<file path="src/rtl/fetch_unit.sv">
// fetch_unit: PC register, req/ack instruction fetch, instruction register
// with opcode pre-decode to the immediate format, valid/ready output bundle.
// Ports:
//   clk, rst                      clock, async active-high reset
//   imem_req/addr/ack/rdata       instruction memory port
//   redirect_valid/redirect_pc    branch/jump retarget from execute
//   out_valid/out_ready           output handshake
//   out_pc/instr/imm_src/illegal  output bundle
module fetch_unit #(
  parameter logic [31:0] RESET_PC = 32'h0000_0000
) (
  input  logic        clk,
  input  logic        rst,
  output logic        imem_req,
  output logic [31:0] imem_addr,
  input  logic        imem_ack,
  input  logic [31:0] imem_rdata,
  input  logic        redirect_valid,
  input  logic [31:0] redirect_pc,
  output logic        out_valid,
  input  logic        out_ready,
  output logic [31:0] out_pc,
  output logic [31:0] out_instr,
  output logic [2:0]  out_imm_src,
  output logic        out_illegal
);

  typedef enum logic [1:0] {
    IDLE,
    REQ,
    HOLD,
    DRAIN
  } state_t;

  state_t      state, state_d;
  logic [31:0] pc, pc_d;
  logic [31:0] drain_addr, drain_d;
  logic [31:0] tgt;
  logic        cap;
  logic        vld_d;
  logic [2:0]  src_d;
  logic        ill_d;

  assign tgt       = {redirect_pc[31:2], 2'b00};
  assign imem_req  = (state == REQ) || (state == DRAIN);
  assign imem_addr = (state == DRAIN) ? drain_addr : pc;

  always_comb begin
    src_d = 3'd0;
    ill_d = 1'b0;
    unique case (imem_rdata[6:0])
      7'b0000011,
      7'b0010011,
      7'b1100111,
      7'b1110011: src_d = 3'd0;
      7'b0100011: src_d = 3'd1;
      7'b1100011: src_d = 3'd2;
      7'b0110111,
      7'b0010111: src_d = 3'd3;
      7'b1101111: src_d = 3'd4;
      7'b0110011: src_d = 3'd0;
      default:    ill_d = 1'b1;
    endcase
  end

  always_comb begin
    state_d = state;
    pc_d    = pc;
    drain_d = drain_addr;
    vld_d   = out_valid;
    cap     = 1'b0;
    unique case (state)
      IDLE: begin
        state_d = REQ;
        if (redirect_valid) pc_d = tgt;
      end
      REQ: begin
        if (redirect_valid) begin
          pc_d = tgt;
          // a request still in flight must be drained
          if (!imem_ack) begin
            drain_d = pc;
            state_d = DRAIN;
          end
        end else if (imem_ack) begin
          cap     = 1'b1;
          vld_d   = 1'b1;
          state_d = HOLD;
        end
      end
      HOLD: begin
        if (redirect_valid) begin
          pc_d    = tgt;
          vld_d   = 1'b0;
          state_d = REQ;
        end else if (out_ready) begin
          pc_d    = pc + 32'd4;
          vld_d   = 1'b0;
          state_d = REQ;
        end
      end
      DRAIN: begin
        if (redirect_valid) pc_d = tgt;
        if (imem_ack) state_d = REQ;
      end
      default: state_d = IDLE;
    endcase
  end

  always_ff @(posedge clk or posedge rst) begin
    if (rst) state <= IDLE;
    else     state <= state_d;
  end

  always_ff @(posedge clk or posedge rst) begin
    if (rst) begin
      pc          <= RESET_PC;
      drain_addr  <= RESET_PC;
      out_valid   <= 1'b0;
      out_pc      <= RESET_PC;
      out_instr   <= 32'd0;
      out_imm_src <= 3'd0;
      out_illegal <= 1'b0;
    end else begin
      pc         <= pc_d;
      drain_addr <= drain_d;
      out_valid  <= vld_d;
      if (cap) begin
        out_pc      <= pc;
        out_instr   <= imem_rdata;
        out_imm_src <= src_d;
        out_illegal <= ill_d;
      end
    end
  end

endmodule

</file>
<file path="config.mk">
export PLATFORM = sky130hd
export DESIGN_NAME = fetch_unit
export DESIGN_NICKNAME = d
export VERILOG_FILES = /design/src/rtl/fetch_unit.sv
export SDC_FILE = /design/constraint.sdc
export NUM_CORES = 1
export LEC_CHECK = 0
export ABC_AREA = 1
export CAP_MARGIN = 0
export CORE_MARGIN = 5
export CORE_UTILIZATION = 54
export CTS_BUF_LIST = sky130_fd_sc_hd__clkbuf_8
export CTS_CLUSTER_DIAMETER = 150
export DETAILED_ROUTE_END_ITERATION = 12
export HOLD_SLACK_MARGIN = 0.03
export PLACE_DENSITY_LB_ADDON = 0.08
export RECOVER_POWER = 25
export SYNTH_ARGS = -nofsm -noshare
export SYNTH_HDL_FRONTEND = slang
export SYNTH_SLANG_ARGS = --single-unit
export TNS_END_PERCENT = 10
</file>
<file path="constraint.sdc">
create_clock -name clk -period 11 [get_ports clk]
set_input_delay 3.3 -clock clk [delete_from_list [all_inputs] [get_ports clk]]
set_output_delay 3.3 -clock clk [all_outputs]
set_load 0.03 [all_outputs]
</file>
==> results.md <==
* FP Rows at 39
* Die Span X at about 120 um
* Sequential share of the synthesized area at 51.82%
* Critical path class: reg -> out
* Final layout net count at 1,050
* Area of the multi-input gates at about 2600 um2
* Root buf cell: clkbuf_8
* Filler Cells Inserted at approximately 940
* VDD IR-drop max at 0.2103 mV
* First-pass GRT wire length at 28.35 mm
* Required @ worst endpoint at between 7000 and 8000 ps
* Commonest cells in the netlist: nand2_1, dfrtp_1, nor2_1
* Worst Setup End Kind: output port
* TritonCTS Buffers at 17
* Crit Path Max Fanout at 61
* Synth warn at 0
* Storage element area at about 3200 um2
* Status: finished, violations left
* DRC viols at 0
* Post-CTS setup buffers at 0
* Router iterations before antenna repair at 5
* Most frequent cell after synthesis: nand2_1
* Clock Sinks at ~130
* Setup TNS at 0 ps
* Synth Cell Area at approximately 6200 um2
* Clk_skew at between 10 and 15 ps
* Critical Path AT at ~2800 ps
* Synth area leader: dfrtp_1
* Initial drt markers at roughly 440
* CTS H-Tree Depth at 4
* Max-Cap Viols at 1
* Leak at 0.003909 uW
* Share of post-route cells with drive strength above 1 at about 4.2%
* Setup violations, final at 0
* Area Overhead vs Synth at 32.13%
* Antenna cell count at 0
* Clock latency at the later pin of the worst-skew pair at 440 ps
* Failing checks: capacitance limit, slew limit
* Achievable Freq at roughly 170 MHz
* CTS resizes at 0
* RSZ-0062 raised after global routing: no
* Reg2Reg Depth at 7
* Number of synthesized flops with an enable pin at 0
* Worst-margin pin slew at 2534 ps
* Main area contributors after synthesis: dfrtp_1, nand2_1, nor2_1, o21ai_0, a21oi_1
* Die Area at 13,790 um2
* Synth cell types at 31
* Drt wl/cell at about 15 um
* Vias per inst at between 5 and 6
* Die H at between 100 and 150 um
* Routed Antenna Nets at 0
* Fin util at 72.40%
* Post-route clock period utilization at between 50 and 60%
* PD cells at ~280 nW/um2
* Max clock buf depth at 2
* Vias in the first global route at 5,658
* IO Port Bufs at 164
* Detailed placer's ending HPWL at about 12 mm
* Area share of the largest cell type after synthesis at 51.82%
* Core Area at between 10,000 and 15,000 um2
* Initial antenna violation count at 0
* Rel. slew slack at -69.85%
* Synthesized area per cell at roughly 7.5 um2
* IO Count at 171
* GRT Util Overall at approximately 25%
* Crit path launch type: flip-flop
* HP Class: reg -> reg
* Initial Util at 54.79%
* Via Count at between 5,000 and 6,000
* Final Hold Viols at 0
* RePlAce Congestion at about 0.91
* Hold_buf cts at 0
* Clock Pin Slew Worst Setup and Hold Paths at ~70 ps
* CTS tree: yes
* Max Slew Vio Count at 58
* Hold-critical path depth at 2
* Syn Inst Count at between 800 and 900
* Ys flop type: dfrtp_1
* Tmin final at between 6000 and 7000 ps
* Largest net degree at the start of global routing at 74
* Asr flop ratio synth at 100.0%
* GR Overflow Total at 0
* Total design power at between 2000 and 2500 uW
* Yosys reg bits at 129
* Final wirelength at between 15 and 20 mm
==> worst max-delay path, stage by stage (launching register included) <==
cell and delay [ps]:
dfrtp_1 460, nand2_2 810, nor2_1 90, a21oi_1 200, clkdlybuf4s50_1 730
==> placed cells by master, fill, tap and decap left out, types with 2 or more instances in the layout <==
cell type	instances
nand2_1	286
clkdlybuf4s50_1	144
dfrtp_1	129
nor2_1	122
o21ai_0	61
inv_1	52
a21oi_1	44
nand3_1	36
o21ai_1	21
dlygate4sd3_1	20
clkbuf_8	19
nor3_1	8
o22ai_1	7
conb_1	4
clkinv_2	4
buf_4	4
nor2_2	3
nand4_1	3
or2_2	3
and2_1	2
inv_2	2
a31oi_1	2
==> flip-flops by register name, summed over array words and instances, names as in the netlist <==
name / flops
out_instr: 32
out_valid: 1
out_pc: 30
out_imm_src: 3
drain_addr: 30
pc: 30
out_illegal: 1
state: 2
==> path summary, 6_finish.rpt <==
kind | start | endpoint | slack [ps]
setup reg to reg | state[0] | pc[9] | 8520
min in group asynchronous | rst | out_pc[7] | 4020
setup / recovery | state[0] | imem_addr[19] | 4950
hold / removal | out_instr[25] | out_instr[25] | 470
max in group asynchronous | rst | out_imm_src[2] | 5190
hold reg to reg | out_instr[25] | out_instr[25] | 470
==> layer usage <==
metal	GRT usage (%)	routed length, um	up-vias
met3	5.534	1103	21
met4	8.557	265	0
met2	38.68	7850	230
li1	-	-	2936
met5	0	0	-
met1	34.50	7570	2760
==> layout make-up <==
type                       count  area share [%]
sequential                   129           39.22
timing repair buffer         169           20.35
clock buffer                  19           3.177
inverter                      49           2.250
multi-input combinational    614           31.86
tap                          143           2.174
clock inverter                12          0.9728
==> where the power goes <==
group          internal [uW]  leakage (uW)  switching, uW
Combinational            456       0.00214            753
Clock                    182      0.000198            174
Sequential               661       0.00157            110
Total                   1300       0.00391           1040
==> metrics by stage <==
stage	cells	hold WS (ps)	worst slack, ps	instance area [um2]
after CTS	1135	474.0	4928	8242
after global placement	1104	452.2	4794	7900
after global routing	1135	481.0	4610	8232
after detailed placement	1104	459.3	4689	7900
after floorplan	833	453.7	4259	6241
final	1135	466.8	4951	8232
==> kinds of logic after synthesis <==
family / count (synthesis) / share of synthesized area, %
other: 1 / 0.06020
flip-flops: 129 / 51.82
adder cells (fa/ha/maj): 1 / 0.2008
XOR/XNOR: 1 / 0.1406
AO/OA/AOI/OAI: 139 / 11.53
buffers and inverters: 90 / 6.387
AND/OR/NAND/NOR: 469 / 29.87
Power figures use the tool's default switching activity.
